[src/rtl/fetch_unit.sv]
// Instruction fetch sequencer (IDLE/FETCH/HOLD) between instruction memory and the instruction register.
// Optional build macro FETCH_TIMEOUT_EN adds a 15-cycle memory-ack timeout with a sticky fetch_fault.
module fetch_unit #(
   parameter int                           ADDRESS_BUS_WIDTH = 16,
   parameter int                           INSTRUCTION_WIDTH = 32,
   parameter logic [ADDRESS_BUS_WIDTH-1:0] RESET_VECTOR      = '0
) (
   input  logic                         clk,
   input  logic                         rst,
   input  logic                         run,
   input  logic                         stall,
   input  logic                         redirect,
   input  logic [ADDRESS_BUS_WIDTH-1:0] redirect_addr,
   output logic                         mem_req,
   output logic [ADDRESS_BUS_WIDTH-1:0] mem_addr,
   input  logic                         mem_ack,
   input  logic [INSTRUCTION_WIDTH-1:0] mem_rdata,
   output logic [INSTRUCTION_WIDTH-1:0] inst_out,
   output logic [ADDRESS_BUS_WIDTH-1:0] inst_pc,
   output logic                         ir_en,
   output logic                         fetch_fault
);

   typedef enum logic [1:0] {
      IDLE  = 2'd0,
      FETCH = 2'd1,
      HOLD  = 2'd2
   } state_t;

   state_t                         state_reg;
   logic [ADDRESS_BUS_WIDTH-1:0]   pc_reg;
   logic [ADDRESS_BUS_WIDTH-1:0]   pend_addr_reg;
   logic                           pend_reg;
   logic [INSTRUCTION_WIDTH-1:0]   inst_reg;
   logic [ADDRESS_BUS_WIDTH-1:0]   inst_pc_reg;
   logic                           timeout;
   logic                           run_ok;

`ifdef FETCH_TIMEOUT_EN
   logic [3:0] to_cnt_reg;
   logic       fault_reg;

   // Fires on the 15th consecutive FETCH cycle without an ack.
   assign timeout     = (state_reg == FETCH) && !mem_ack && (to_cnt_reg == 4'd14);
   assign run_ok      = run && !fault_reg;
   assign fetch_fault = fault_reg;

   always_ff @(posedge clk or posedge rst) begin
      if (rst) begin
         to_cnt_reg <= 4'd0;
         fault_reg  <= 1'b0;
      end else if ((state_reg == FETCH) && !mem_ack) begin
         if (timeout) begin
            to_cnt_reg <= 4'd0;
            fault_reg  <= 1'b1;
         end else begin
            to_cnt_reg <= to_cnt_reg + 4'd1;
         end
      end else begin
         to_cnt_reg <= 4'd0;
      end
   end
`else
   assign timeout     = 1'b0;
   assign run_ok      = run;
   assign fetch_fault = 1'b0;
`endif

   assign mem_req  = (state_reg == FETCH);
   assign mem_addr = pc_reg;
   assign inst_out = inst_reg;
   assign inst_pc  = inst_pc_reg;
   // A redirect in HOLD discards the held word, so it must not be loaded that cycle.
   assign ir_en    = (state_reg == HOLD) && !stall && !redirect;

   always_ff @(posedge clk or posedge rst) begin
      if (rst) begin
         state_reg     <= IDLE;
         pc_reg        <= RESET_VECTOR;
         pend_reg      <= 1'b0;
         pend_addr_reg <= '0;
         inst_reg      <= '0;
         inst_pc_reg   <= '0;
      end else begin
         case (state_reg)
            IDLE: begin
               if (redirect)
                  pc_reg <= redirect_addr;
               if (run_ok)
                  state_reg <= FETCH;
            end
            FETCH: begin
               if (mem_ack) begin
                  if (redirect || pend_reg) begin
                     // Word fetched from the stale PC is dropped; a same-cycle redirect beats the latched one.
                     pc_reg    <= redirect ? redirect_addr : pend_addr_reg;
                     pend_reg  <= 1'b0;
                     state_reg <= run_ok ? FETCH : IDLE;
                  end else begin
                     inst_reg    <= mem_rdata;
                     inst_pc_reg <= pc_reg;
                     pc_reg      <= pc_reg + ADDRESS_BUS_WIDTH'(1);
                     state_reg   <= HOLD;
                  end
               end else if (timeout) begin
                  pend_reg  <= 1'b0;
                  state_reg <= IDLE;
               end else if (redirect) begin
                  pend_reg      <= 1'b1;
                  pend_addr_reg <= redirect_addr;
               end
            end
            HOLD: begin
               if (redirect) begin
                  pc_reg    <= redirect_addr;
                  state_reg <= run_ok ? FETCH : IDLE;
               end else if (!stall) begin
                  state_reg <= run_ok ? FETCH : IDLE;
               end
            end
            default: state_reg <= IDLE;
         endcase
      end
   end

endmodule

[config.mk]
export PLATFORM = sky130hd
export DESIGN_NAME = fetch_unit
export DESIGN_NICKNAME = d
export VERILOG_FILES = /design/src/rtl/fetch_unit.sv
export SDC_FILE = /design/constraint.sdc
export NUM_CORES = 1
export LEC_CHECK = 0
export CAP_MARGIN = 20
export CORE_ASPECT_RATIO = 1.1
export CORE_MARGIN = 8
export CORE_UTILIZATION = 28
export CTS_BUF_LIST = sky130_fd_sc_hd__clkbuf_4 sky130_fd_sc_hd__clkbuf_8
export DETAILED_ROUTE_END_ITERATION = 6
export HOLD_SLACK_MARGIN = 0.03
export PLACE_DENSITY = 0.57
export SLEW_MARGIN = 10
export SYNTH_ARGS = -nofsm -noshare
export SYNTH_HDL_FRONTEND = slang
export SYNTH_SLANG_ARGS = --single-unit
[constraint.sdc]
create_clock -name clk -period 6.2 [get_ports clk]
set_input_delay 1.55 -clock clk [delete_from_list [all_inputs] [get_ports clk]]
set_output_delay 1.55 -clock clk [all_outputs]
set_load 0.02 [all_outputs]
# After elaboration in Yosys (flattened, before gate mapping)
# Index checks and enable logic that the tools add are counted.
[op_classes]
addsub = 1
bitwise = 2
n_reduce_logical = 14
eq_ne = 7
mux = 15
[ops]
columns = ["cell", "count"]
rows = [
  ["two-way mux 16 bit", 4],
  ["case mux 16 bit (2 select lines)", 1],
  ["adder 16 x 1 -> 16 bit, second input constant", 1],
  ["AND reduction 3 bit", 4],
  ["two-way mux 2 bit", 5],
  ["inequality test 2 x 1 -> 1 bit, second input constant", 3],
  ["case mux 2 bit (3 select lines)", 1],
  ["two-way mux 1 bit", 4],
  ["nonzero test 2 bit", 2],
  ["inequality test 3 bit, second input constant", 1],
  ["== test 2 x 1 -> 1 bit, second input constant", 1],
  ["== test 2 bit, second input constant", 1],
  ["logical AND 1 bit", 2],
  ["logical NOT 1 bit", 2],
  ["logical NOT 2 bit", 1],
  ["inequality test 2 bit, second input constant", 1],
  ["inverter 1 bit", 2],
  ["AND reduction 2 bit", 1],
  ["OR reduction 2 bit", 1],
  ["logical OR 1 bit", 1],
]
[word_totals]
ff_bits = 83
word_cells = 45

# Logic depth before layout (Yosys ltp)
[logic_depth]
word_depth = 4
ltp_mapped = 7
ltp_nobuf = 5

# Least setup slack after synthesis
# No wires, ideal clock.
[synth_timing]
path_kind = "input-to-output"
startpoint = "input port redirect"
endpoint = "output port ir_en"
required_time_ps = 4650
path_slack_ps = 2284
path_buffers = 1
arrival_ps = 2366
stages = 3
cell_sequence = "buf_4 > or3b_1 > nor2_1"
[synth_via]
elab_chain_cells = 2
[synth_rtl]
columns = ["element", "line_no", "text"]
rows = [
  ["start, declared", "12", "input logic redirect,"],
  ["logical NOT 1 bit", "74", "assign ir_en = (state_reg == HOLD) && !stall && !redirect;"],
  ["logical AND 1 bit", "74", ""],
  ["end, declared", "20", "output logic ir_en,"],
]
# Every way passes these cells.

# Worst setup path in the final report
# Ends and elaborated chain as after synthesis.

==> results.toml <==
[route]
vias_per_cell = 4.613
vias = 3298
post_drt_wl_per_cell_um = 15.78
ant_nets = 0
drt_pass1_iterations = 4
first_iter_violations = 235
wirelength_um = 11290
drcViolationCount = 0

[power_and_ir_drop]
leakagePower_uw = 0.002421
power_density_nw_per_um2 = 512.1
peakVddDrop_v = 0.0001658
power_uw = 2801

[setup_path]
max_stage_delay_ns = 0.71
cpMostUsedCell = "clkdlybuf4s50_1"
startpoint_type = "input pin"
cp_num_buf_inv = 2
crit_family = "buffers and inverters"
critPathSlowestCell = "clkdlybuf4s50_1"
required_ns = 4.65
path_cells = "clkdlybuf4s50_1 > or3b_1 > nor2_1 > clkdlybuf4s50_1"
cp-end-kind = "output pin"
worstPathMaxFanout = 14
rr_worst_depth = 5
path_depth = 4
critPathArrivalTime_ns = 3.48
path_class = "in -> out"

[place]
gp_congestion = 0.7749
hpwl_um = 8234
portBuffers = 119

[clocking]
h-tree-depth = 3
cts_setup_buffers = 0
hold_buffers = 0
numCtsBuffers = 9
clockBufferDepth = 2
post_cts_resize_count = 0
path_clk_slew_ns = 0.07
cts_tree = "built"
clockRootBuffer = "clkbuf_8"
clock_latency_ns = 0.36
cts.sink_count = 83

[layout]
antenna_cells = 0
area_growth_pct = 38.94
fillCellCount = 1407
nets = 577
multi_input_area_sq_um = 1683
seq_area_sq_um = 2077
largest_register_ffs = 32
drive_above_1_share = 0.09488

[sta]
rsz0062_at_grt = "no"
maxSlewViolCount = 0
fin_crit_sh = 0.8109
maxSlewHeadroom = 0.3518
finalSetupViolations = 0
tns_ns = 0
fmax_mhz = 198.9
fin_crit_ns = 5.027
finalClockSkew_ns = 0.01137
finalHoldViolCount = 0
tightest_slew_ns = 0.9688
hold_ws_ns = 0.4755

[synth]
ys_seq_elements = 83
synthMuxAreaShare = 0.07184
syn-cell-area_sq_um = 3936
synthArstFlopShare = 1.000
synth_nets = 468
ys_warn_count = 0
synth_fa_ha_area_frac = 0.003179
synth_xor_area_frac = 0.006675
avgSynthCellArea_sq_um = 9.531
synthCells = 413
synth_top_family_by_area = "simple AND/OR/NAND/NOR gates"
synth-main-ff-cell = "dfrtp_1"
synth-seq-area-share = 0.5277
synth-edff-count = 0
synth-compound-area-share = 0.1014
ys_types = 58
synthSimpleGateAreaFrac = 0.2413

[global_routing]
antenna_found_initial = 0
grt_max_degree = 53
grt_pass1_vias = 3454
grt_pass1_wl_um = 18260
grt_usage = 0.1270
grt_overflow = 0

[min_path]
hp-class = "reg -> reg"
whs_path_depth = 2

[floorplanning]
die_area_sq_um = 18110
coreArea_sq_um = 13790
chipWidth_um = 129.1
ios = 121
initial_core_util = 0.2854
rows = 45
die_h_um = 140.4

[run_status]
status = "finished clean"

[flow_run]
cap_viol_max_count = 0
[cells in the mapped netlist (4+ instances only)]
cell,count,share of area
o221ai_1,4,0.0089
nand2b_1,6,0.0095
buf_2,16,0.020
dfrtp_1,83,0.53
o21ai_0,11,0.014
and3_1,6,0.0095
nand2_1,150,0.14
a21oi_1,11,0.014
nand3_1,10,0.013
inv_1,11,0.010
mux2i_1,8,0.020
a31oi_1,4,0.0064
mux2_2,18,0.051
nor2_1,8,0.0076
buf_4,5,0.0095
[worst register-to-register path, delay by kind of cell, from the launching register on]
kind	cells	cell delay, ns
AND/OR/NAND/NOR	3	1.17
flip-flops	1	0.70
buffers and inverters	1	0.45
AO/OA/AOI/OAI	1	0.05
[metal layers]
layer,vias up,GRT usage,part of all wire
met5,-,0,0
met1,1557,0.1582,0.44
met4,0,0.06068,0.020
met3,16,0.03607,0.080
li1,1614,-,-
met2,111,0.1975,0.46
[power breakdown]
group          switching [uW]  internal, uW  total (uW)
logic                     701           631        1330
registers                 241           807        1050
clock network             187           233         420
total                    1130          1670        2800
[cell families (layout without fill, tap and decap cells)]
logic type / Yosys count / after routing
AO/OA/AOI/OAI: 57 / 57
XOR/XNOR: 3 / 3
adder cells (fa/ha/maj): 1 / 1
buffers and inverters: 35 / 149
flip-flops: 83 / 83
multiplexers: 26 / 26
other: 1 / 1
AND/OR/NAND/NOR: 207 / 207
[path summary, 6_finish.rpt]
| path | from | slack, ns | to |
|---|---|---|---|
| setup / recovery | redirect | 1.17 | ir_en |
| hold / removal | inst_pc[8] | 0.48 | inst_pc[8] |
| max in group asynchronous | rst | 3.58 | inst_pc[0] |
| hold reg to reg | inst_pc[8] | 0.48 | inst_pc[8] |
| setup reg to reg | state_reg[0] | 3.70 | mem_addr[13] |
| min in group asynchronous | rst | 1.55 | inst_out[21] |
[placed cells by master (no fill, tap or decap), drive strengths merged, types with 3 or more instances in the layout]
master and instances:
nand2 150, clkdlybuf4s50 119, dfrtp 83, mux2 18
clkbuf 15, o21ai 12, a21oi 11, nor2 11
inv 10, nand3 10, mux2i 8, and3 6
nand2b 6, o221ai 4, a31oi 4, and4 4
nor3 4, a311oi 4, or3 3, o211ai 3
xnor2 3, buf 3, o311ai 3
[through the flow]
| step | utilization | cells | setup WS, ns | cell area, sq um |
|---|---|---|---|---|
| after global placement | 0.3807 | 699 | 1.191 | 5251 |
| final | 0.3965 | 715 | 1.173 | 5469 |
| after CTS | 0.3965 | 715 | 1.164 | 5469 |
| after floorplan | - | 413 | 2.284 | 3936 |
| after detailed placement | 0.3807 | 699 | 1.183 | 5251 |
| after global routing | 0.3965 | 715 | 1.050 | 5469 |
[final cells by class]
cell class / instances / share of cell area
Inverter: 11 / 0.007779
Clock buffer: 15 / 0.03432
Tap cell: 188 / 0.04301
Sequential cell: 83 / 0.3798
Multi-Input combinational cell: 295 / 0.3077
Clock inverter: 1 / 0.005491
Timing Repair Buffer: 122 / 0.2219
(Power assumes the default switching activity.)
